$ cat config.mk
export PLATFORM = sky130hd
export DESIGN_NAME = seq_restoring_divider_flat
export DESIGN_NICKNAME = d
export VERILOG_FILES = /design/src/rtl/seq_restoring_divider_if.sv /design/src/rtl/seq_restoring_divider.sv /design/src/flat_wrapper.sv
export SDC_FILE = /design/constraint.sdc
export NUM_CORES = 1
export LEC_CHECK = 0
export CAP_MARGIN = 20
export CORE_ASPECT_RATIO = 1.4
export CORE_UTILIZATION = 45
export DETAILED_ROUTE_END_ITERATION = 16
export PLACE_DENSITY = 0.71
export SLEW_MARGIN = 15
export SYNTH_ARGS = -nofsm -noshare
export SYNTH_HDL_FRONTEND = slang
export SYNTH_SLANG_ARGS = --single-unit
$ cat constraint.sdc
create_clock -name clk -period 2.6 [get_ports clk]
set_input_delay 0.26 -clock clk [delete_from_list [all_inputs] [get_ports clk]]
set_output_delay 0.26 -clock clk [all_outputs]
set_load 0.03 [all_outputs]
$ cat src/rtl/seq_restoring_divider_if.sv
// Operand/result handshake bundle for the iterative restoring divider.
// master = producer/consumer side, slave = divider side.
interface seq_restoring_divider_if #(
  parameter int WIDTH = 8
);
  logic             In_valid;
  logic             In_ready;
  logic [WIDTH-1:0] Dividend;
  logic [WIDTH-1:0] Divisor;
  logic             Out_valid;
  logic             Out_ready;
  logic [WIDTH-1:0] Quotient;
  logic [WIDTH-1:0] Remainder;
  logic             Div_by_zero;
  logic             Busy;

  modport master (
    output In_valid, Dividend, Divisor, Out_ready,
    input  In_ready, Out_valid, Quotient, Remainder, Div_by_zero, Busy
  );

  modport slave (
    input  In_valid, Dividend, Divisor, Out_ready,
    output In_ready, Out_valid, Quotient, Remainder, Div_by_zero, Busy
  );
endinterface

$ cat src/rtl/seq_restoring_divider.sv
// Iterative unsigned restoring divider: one quotient bit per clock, result
// held in DONE until the consumer takes it.
module seq_restoring_divider #(
  parameter int WIDTH = 8
) (
  input  logic                 clk,
  input  logic                 rst_n,
  seq_restoring_divider_if.slave dif
);
  localparam int CW = $clog2(WIDTH + 1);

  typedef enum logic [1:0] {IDLE, CALC, DONE} state_t;

  typedef struct packed {
    logic [WIDTH-1:0] quo;
    logic [WIDTH-1:0] rem;
    logic             dbz;
  } res_t;

  state_t           state_q, state_d;
  // acc_q starts as the dividend and fills with quotient bits from the LSB
  logic [WIDTH-1:0] acc_q;
  logic [WIDTH-1:0] dvs_q;
  logic [WIDTH:0]   rem_q;
  logic [CW-1:0]    cnt_q;
  res_t             res_q;

  logic [WIDTH+1:0] rem_shift;
  logic [WIDTH+1:0] trial;
  logic [WIDTH:0]   rem_nxt;
  logic [WIDTH-1:0] acc_nxt;
  logic             q_bit;
  logic             last_step;
  logic             div_zero;

  always_comb begin
    rem_shift = {rem_q, acc_q[WIDTH-1]};
    trial     = rem_shift - {2'b00, dvs_q};
    q_bit     = ~trial[WIDTH+1];
    rem_nxt   = q_bit ? trial[WIDTH:0] : rem_shift[WIDTH:0];
    acc_nxt   = {acc_q[WIDTH-2:0], q_bit};
    last_step = (cnt_q == CW'(WIDTH - 1));
    div_zero  = (dif.Divisor == '0);
  end

  always_ff @(posedge clk or negedge rst_n) begin
    if (!rst_n) state_q <= IDLE;
    else        state_q <= state_d;
  end

  always_comb begin
    state_d = state_q;
    case (state_q)
      IDLE:    if (dif.In_valid) state_d = div_zero ? DONE : CALC;
      CALC:    if (last_step)    state_d = DONE;
      DONE:    if (dif.Out_ready) state_d = IDLE;
      default: state_d = IDLE;
    endcase
  end

  always_ff @(posedge clk or negedge rst_n) begin
    if (!rst_n) begin
      acc_q <= '0;
      dvs_q <= '0;
      rem_q <= '0;
      cnt_q <= '0;
      res_q <= '0;
    end else begin
      case (state_q)
        IDLE: if (dif.In_valid) begin
          if (div_zero) begin
            res_q.quo <= '1;
            res_q.rem <= dif.Dividend;
            res_q.dbz <= 1'b1;
          end else begin
            acc_q <= dif.Dividend;
            dvs_q <= dif.Divisor;
            rem_q <= '0;
            cnt_q <= '0;
          end
        end
        CALC: begin
          acc_q <= acc_nxt;
          rem_q <= rem_nxt;
          cnt_q <= cnt_q + 1'b1;
          if (last_step) begin
            res_q.quo <= acc_nxt;
            res_q.rem <= rem_nxt[WIDTH-1:0];
            res_q.dbz <= 1'b0;
          end
        end
        default: ;
      endcase
    end
  end

  assign dif.In_ready    = (state_q == IDLE);
  assign dif.Out_valid   = (state_q == DONE);
  assign dif.Busy        = (state_q != IDLE);
  assign dif.Quotient    = res_q.quo;
  assign dif.Remainder   = res_q.rem;
  assign dif.Div_by_zero = res_q.dbz;
endmodule

$ cat src/flat_wrapper.sv
// flat-port wrapper written by rule: the top's interface ports become plain ports
module seq_restoring_divider_flat 
#(
  parameter int WIDTH = 8
)
  (clk, rst_n, dif_In_valid, dif_Dividend, dif_Divisor, dif_Out_ready, dif_In_ready, dif_Out_valid, dif_Quotient, dif_Remainder, dif_Div_by_zero, dif_Busy);
  seq_restoring_divider_if #(.WIDTH(WIDTH)) dif_i ();
  input  logic clk;
  input  logic rst_n;
  input wire logic [$bits(dif_i.In_valid)-1:0] dif_In_valid;
  input wire logic [$bits(dif_i.Dividend)-1:0] dif_Dividend;
  input wire logic [$bits(dif_i.Divisor)-1:0] dif_Divisor;
  input wire logic [$bits(dif_i.Out_ready)-1:0] dif_Out_ready;
  output wire logic [$bits(dif_i.In_ready)-1:0] dif_In_ready;
  output wire logic [$bits(dif_i.Out_valid)-1:0] dif_Out_valid;
  output wire logic [$bits(dif_i.Quotient)-1:0] dif_Quotient;
  output wire logic [$bits(dif_i.Remainder)-1:0] dif_Remainder;
  output wire logic [$bits(dif_i.Div_by_zero)-1:0] dif_Div_by_zero;
  output wire logic [$bits(dif_i.Busy)-1:0] dif_Busy;
  assign dif_i.In_valid = dif_In_valid;
  assign dif_i.Dividend = dif_Dividend;
  assign dif_i.Divisor = dif_Divisor;
  assign dif_i.Out_ready = dif_Out_ready;
  assign dif_In_ready = dif_i.In_ready;
  assign dif_Out_valid = dif_i.Out_valid;
  assign dif_Quotient = dif_i.Quotient;
  assign dif_Remainder = dif_i.Remainder;
  assign dif_Div_by_zero = dif_i.Div_by_zero;
  assign dif_Busy = dif_i.Busy;
  seq_restoring_divider #(.WIDTH(WIDTH)) u_core (.clk(clk), .rst_n(rst_n), .dif(dif_i));
endmodule
# Yosys cells after proc, flatten, opt, wreduce, memory -nomap -nowiden
# Cells that the tools add are included.
# word_totals
ff_bits	48
out_inout_bits	20
elab_cells	47
inputBits	20
# classes
mux	19
bitwise_logic	2
eq_ne	8
n_reduce_logical	8
add_sub_neg	2
# ops
cell	n
2-to-1 mux 17 bit	3
case mux 17 bit (2 select lines)	1
2-to-1 mux 9 bit	3
case mux 9 bit (2 select lines)	1
2-to-1 mux 8 bit	2
case mux 8 bit (2 select lines)	1
subtractor 10 x 8 -> 10 bit	1
AND reduction 3 bit	3
logical NOT 8 bit	1
2-to-1 mux 2 bit	4
2-to-1 mux 4 bit	2
case mux 4 bit (2 select lines)	1
!= test 2 bit, second input constant	3
case mux 2 bit (3 select lines)	1
adder 4 x 1 -> 4 bit, second input constant	1
equality test 4 x 3 -> 1 bit, second input constant	1
!= test 2 x 1 -> 1 bit, second input constant	2
AND reduction 4 bit	1
nonzero test 2 bit	2
equality test 2 x 1 -> 1 bit, second input constant	1
equality test 2 bit, second input constant	1
logical NOT 2 bit	1
NOT 1 bit	2

# Depth between registers and ports, before layout
# logic_depth
word_depth	4
depth_mapped	10

# Least setup slack after synthesis
# OpenSTA, ideal clock, no wires.
# synth_timing
path_kind	reg2reg
from	reg u_core.acc_q[7]
to	reg u_core.rem_q[8]
stages_incl_launch_ff	10
path_buffers	0
period_less_slack_ns	2.292
path_slack_ns	0.308
required_ns	2.531
t_arrival_ns	2.223
cell_sequence	dfrtp_1 -> inv_1 -> ha_1 -> inv_1 -> fa_1 -> a211oi_1 -> o21bai_1 -> a221o_1 -> or4_1 -> nand3_1
# synth_via
elab_chain_cells	3
# synth_rtl
element	line_no	source
start: declaration	seq_restoring_divider.sv:22	logic [WIDTH-1:0] acc_q;
start signal: assignment	seq_restoring_divider.sv:76	acc_q <= dif.Dividend;
start signal: assignment	seq_restoring_divider.sv:83	acc_q <= acc_nxt;
subtractor 10 x 8 -> 10 bit	seq_restoring_divider.sv:38	trial = rem_shift - {2'b00, dvs_q};
2-to-1 mux 9 bit	seq_restoring_divider.sv:40	rem_nxt = q_bit ? trial[WIDTH:0] : rem_shift[WIDTH:0];
case mux 9 bit (2 select lines)	seq_restoring_divider.sv:69	case (state_q)
end signal: assignment	seq_restoring_divider.sv:84	rem_q <= rem_nxt;
end: declaration	seq_restoring_divider.sv:24	logic [WIDTH:0] rem_q;
# Every way passes these cells.
# A chain may end at the register's enable or synchronous reset.

# Worst setup path in the final report
# layout_timing
from	reg u_core.rem_q[5]
to	reg u_core.res_q (netlist bit u_core.dif.Remainder[1])
# layout_via
elab_chain_cells	4
# layout_rtl
element	line_no	source
subtractor 10 x 8 -> 10 bit	seq_restoring_divider.sv:38	
2-to-1 mux 9 bit	seq_restoring_divider.sv:40	
2-to-1 mux 17 bit	seq_restoring_divider.sv:86	if (last_step) begin
case mux 17 bit (2 select lines)	seq_restoring_divider.sv:69	
end: declaration	seq_restoring_divider.sv:26	res_t res_q;
# Every way passes these cells. The select of a mux whose other input is x is not followed.

==> results.yml <==
floorplanning:
  die_y_microns: 93.0
  start_util_pct: 47.4
  die_area_sq_um: 6220
  fp.coreArea_sq_um: 5610
  fp.dieW_microns: 67.0
  ioPinCount: 40
  row_count: 32
clocking:
  root_buffer: "clkbuf_8"
  cts_buffers: 5
  cts_max_level: 2
  clkTransAtPathRegs_ns: 0.09
  clockBufferDepth: 2
  tritoncts: "yes"
  clk-insertion-delay-late_ns: 0.30
  cts.sinks: 48
synth:
  synth_warnings: 0
  synth_edf_count: 0
  yosysTopAreaCell: "dfrtp_1"
  syn-num-nets: 327
  synth.top_cell.area_share_pct: 45.2
  ys_seq_elements: 48
  synth_top_flop_cell: "dfrtp_1"
  synthesis.area_sq_um: 2660
  ys_types: 49
  async_reset_ff_share_pct: 100
  syn_area_per_cell_sq_um: 8.95
  synth.most_common_cell: "nor2_1"
  synth_cells: 297
  ys_seq_area_share_pct: 45.2
  synth_common_cells: "nor2_1, dfrtp_1, nand2_1, a21oi_1, nand3_1"
  synth_area_leaders: "dfrtp_1, nor2_1, nand2_1"
sta:
  fin_skew_ns: 0.0116
  hold_viol: 0
  slew_violations: 0
  grt_setup_unrepaired: "true"
  setup_viol: 0
  worst_pin_slew_ns: 0.729
  setup_ws_ns: 0.174
  max_freq_mhz: 412
  relSlewSlack_pct: 51.4
  finalCritPeriodShare_pct: 93.3
  finalCriticalPeriod_ns: 2.43
place:
  post-place-ws_ns: 0.111
  dp_hpwl_microns: 4570
  portBuffers: 39
  dp.cells: 397
  globalplace.congestion: 0.904
worst_setup_path:
  cp_max_fo: 8
  worst_setup_path_end_kind: "flop"
  worstPathRequired_ns: 2.78
  start_kind: "flop"
  cp_data_arrival_time_ns: 2.61
  crit_type: "reg -> reg"
pwr:
  total_leakage_power_nw: 1.39
  vdd.ir_drop.worst_mv: 0.607
  power_density_nw_per_um2: 1490
outcome:
  status: "finished clean"
final_layout:
  nets: 367
  area_growth_pct: 20.0
  diodes: 0
  layoutNonFillerInstCount: 406
  drive_gt1_share_pct: 10.1
  nFillCells: 536
global_route:
  busiest_layer: "met2"
  grt.met2_usage_pct: 37.7
  grt_usage_pct: 21.8
  antenna_found_initial: 0
  grtUsageMet3_pct: 4.43
  grt_start_max_net_pins: 27
  grt_pass1_vias: 2219
  met1_usage_pct: 25.5
  overflow: 0
  grt_pass1_wl_microns: 10100
route:
  dr.first_iter.drc_count: 98
  num_vias: 2226
  viasPerCell: 5.48
  drtPass1Iterations: 4
  ant_nets: 0
  wl_per_cell_microns: 14.8
  drc: 0
  routed_wl_microns: 6010
flow_run:
  maxCapViolCount: 0
min_path:
  hp-class: "in -> async"
## worst paths after layout
path | depth (start not counted) | slack, ns | end | startpoint
min reg2reg | 1 | 0.50 | u_core.dif.Remainder[2] | u_core.dif.Remainder[2]
max reg2reg | 7 | 0.17 | u_core.dif.Remainder[1] | u_core.rem_q[5]
min in group clk | 1 | 0.50 | u_core.dif.Remainder[2] | u_core.dif.Remainder[2]
min | 2 | 0.47 | u_core.dif.Remainder[0] | rst_n
max in group asynchronous | 3 | 1.40 | u_core.acc_q[7] | rst_n
max | 7 | 0.17 | u_core.dif.Remainder[1] | u_core.rem_q[5]
## routing by layer
layer | up-vias | routed length [microns]
met5 | - | 0
met3 | 14 | 266
met2 | 61 | 3020
met4 | 0 | 158
met1 | 1050 | 2570
li1 | 1101 | -
## cell type report
class                   count  area, sq um  share of cell area [%]
repair buffers             47          448                    14.0
multi-input cells         223         1320                    41.3
flip-flops and latches     48         1200                    37.6
clock buffers               7         86.3                    2.70
clock inverters             1         7.51                   0.235
inverters                  12         45.0                    1.41
well taps                  68         85.1                    2.67
## critical path, cell delays in order (launching register included)
cell and delay [ns]:
dfrtp_1 0.42, ha_1 0.36, a21o_1 0.19, a211oi_1 0.28, nand2b_1 0.19, o211a_1 0.38, mux2i_1 0.16, o32a_2 0.34
## where the power goes
| group | leakage (nW) | internal, mW | switching (mW) | total, mW |
|---|---|---|---|---|
| sequential | 0.563 | 1.11 | 0.280 | 1.39 |
| combinational | 0.787 | 1.18 | 1.71 | 2.90 |
| clock | 0.0445 | 0.217 | 0.248 | 0.465 |
| total | 1.39 | 2.51 | 2.24 | 4.76 |
## flip-flops by register name, indices dropped and copies added (netlist names)
| signal | count |
|---|---|
| u_core.dif.Div_by_zero | 1 |
| u_core.rem_q | 9 |
| u_core.acc_q | 8 |
| u_core.cnt_q | 4 |
| u_core.state_q | 2 |
| u_core.dvs_q | 8 |
| u_core.dif.Remainder | 8 |
| u_core.dif.Quotient | 8 |
## what timing repair did
item                                   4_1_cts  5_1_grt
endpoints found under the hold margin       22        0
hold buffers                                 1        0
setup endpoints to repair                    0        2
setup buffers                                0        0
gates resized for setup                      0        1
## per-stage QoR
stage | hold WS, ns | instance area (sq um) | setup TNS, ns | total power [mW] | utilization, %
global route | 0.514 | 3190 | -0.00253 | 5.16 | 56.9
CTS | 0.485 | 3190 | 0 | 4.77 | 56.9
finish | 0.470 | 3190 | 0 | 4.76 | 56.9
floorplan | -0.0356 | 2660 | 0 | 3.52 | -
detailed placement | 0.276 | 3080 | 0 | 4.30 | 55.0
global placement | 0.272 | 3080 | 0 | 4.23 | 55.0
## layout by cell type (no fill, tap or decap), types with 3 or more instances in the layout
master and count:
inv_1 12, a21oi_1 22, nand3_1 13, or4_1 3
xnor2_1 3, clkbuf_8 6, clkdlybuf4s50_1 38, o21ai_0 9
o21ai_1 4, a21o_1 4, nor2_1 51, dfrtp_1 48
buf_4 7, nor2_2 3, mux2i_1 4, ha_1 9
a31oi_1 11, nand2_1 44, nand2b_1 4
## kinds of logic (layout without fill, tap and decap cells)
kind of cell / Yosys count / in the layout / share of synthesized area [%]
AND/OR/NAND/NOR: 125 / 125 / 20.1
AO/OA/AOI/OAI: 78 / 78 / 20.7
flip-flops: 48 / 48 / 45.2
buffers and inverters: 26 / 67 / 5.41
adder cells (fa/ha/maj): 10 / 10 / 4.99
XOR/XNOR: 5 / 5 / 1.65
multiplexers: 5 / 5 / 1.93
Note: power is estimated with default switching activity, not from simulation.
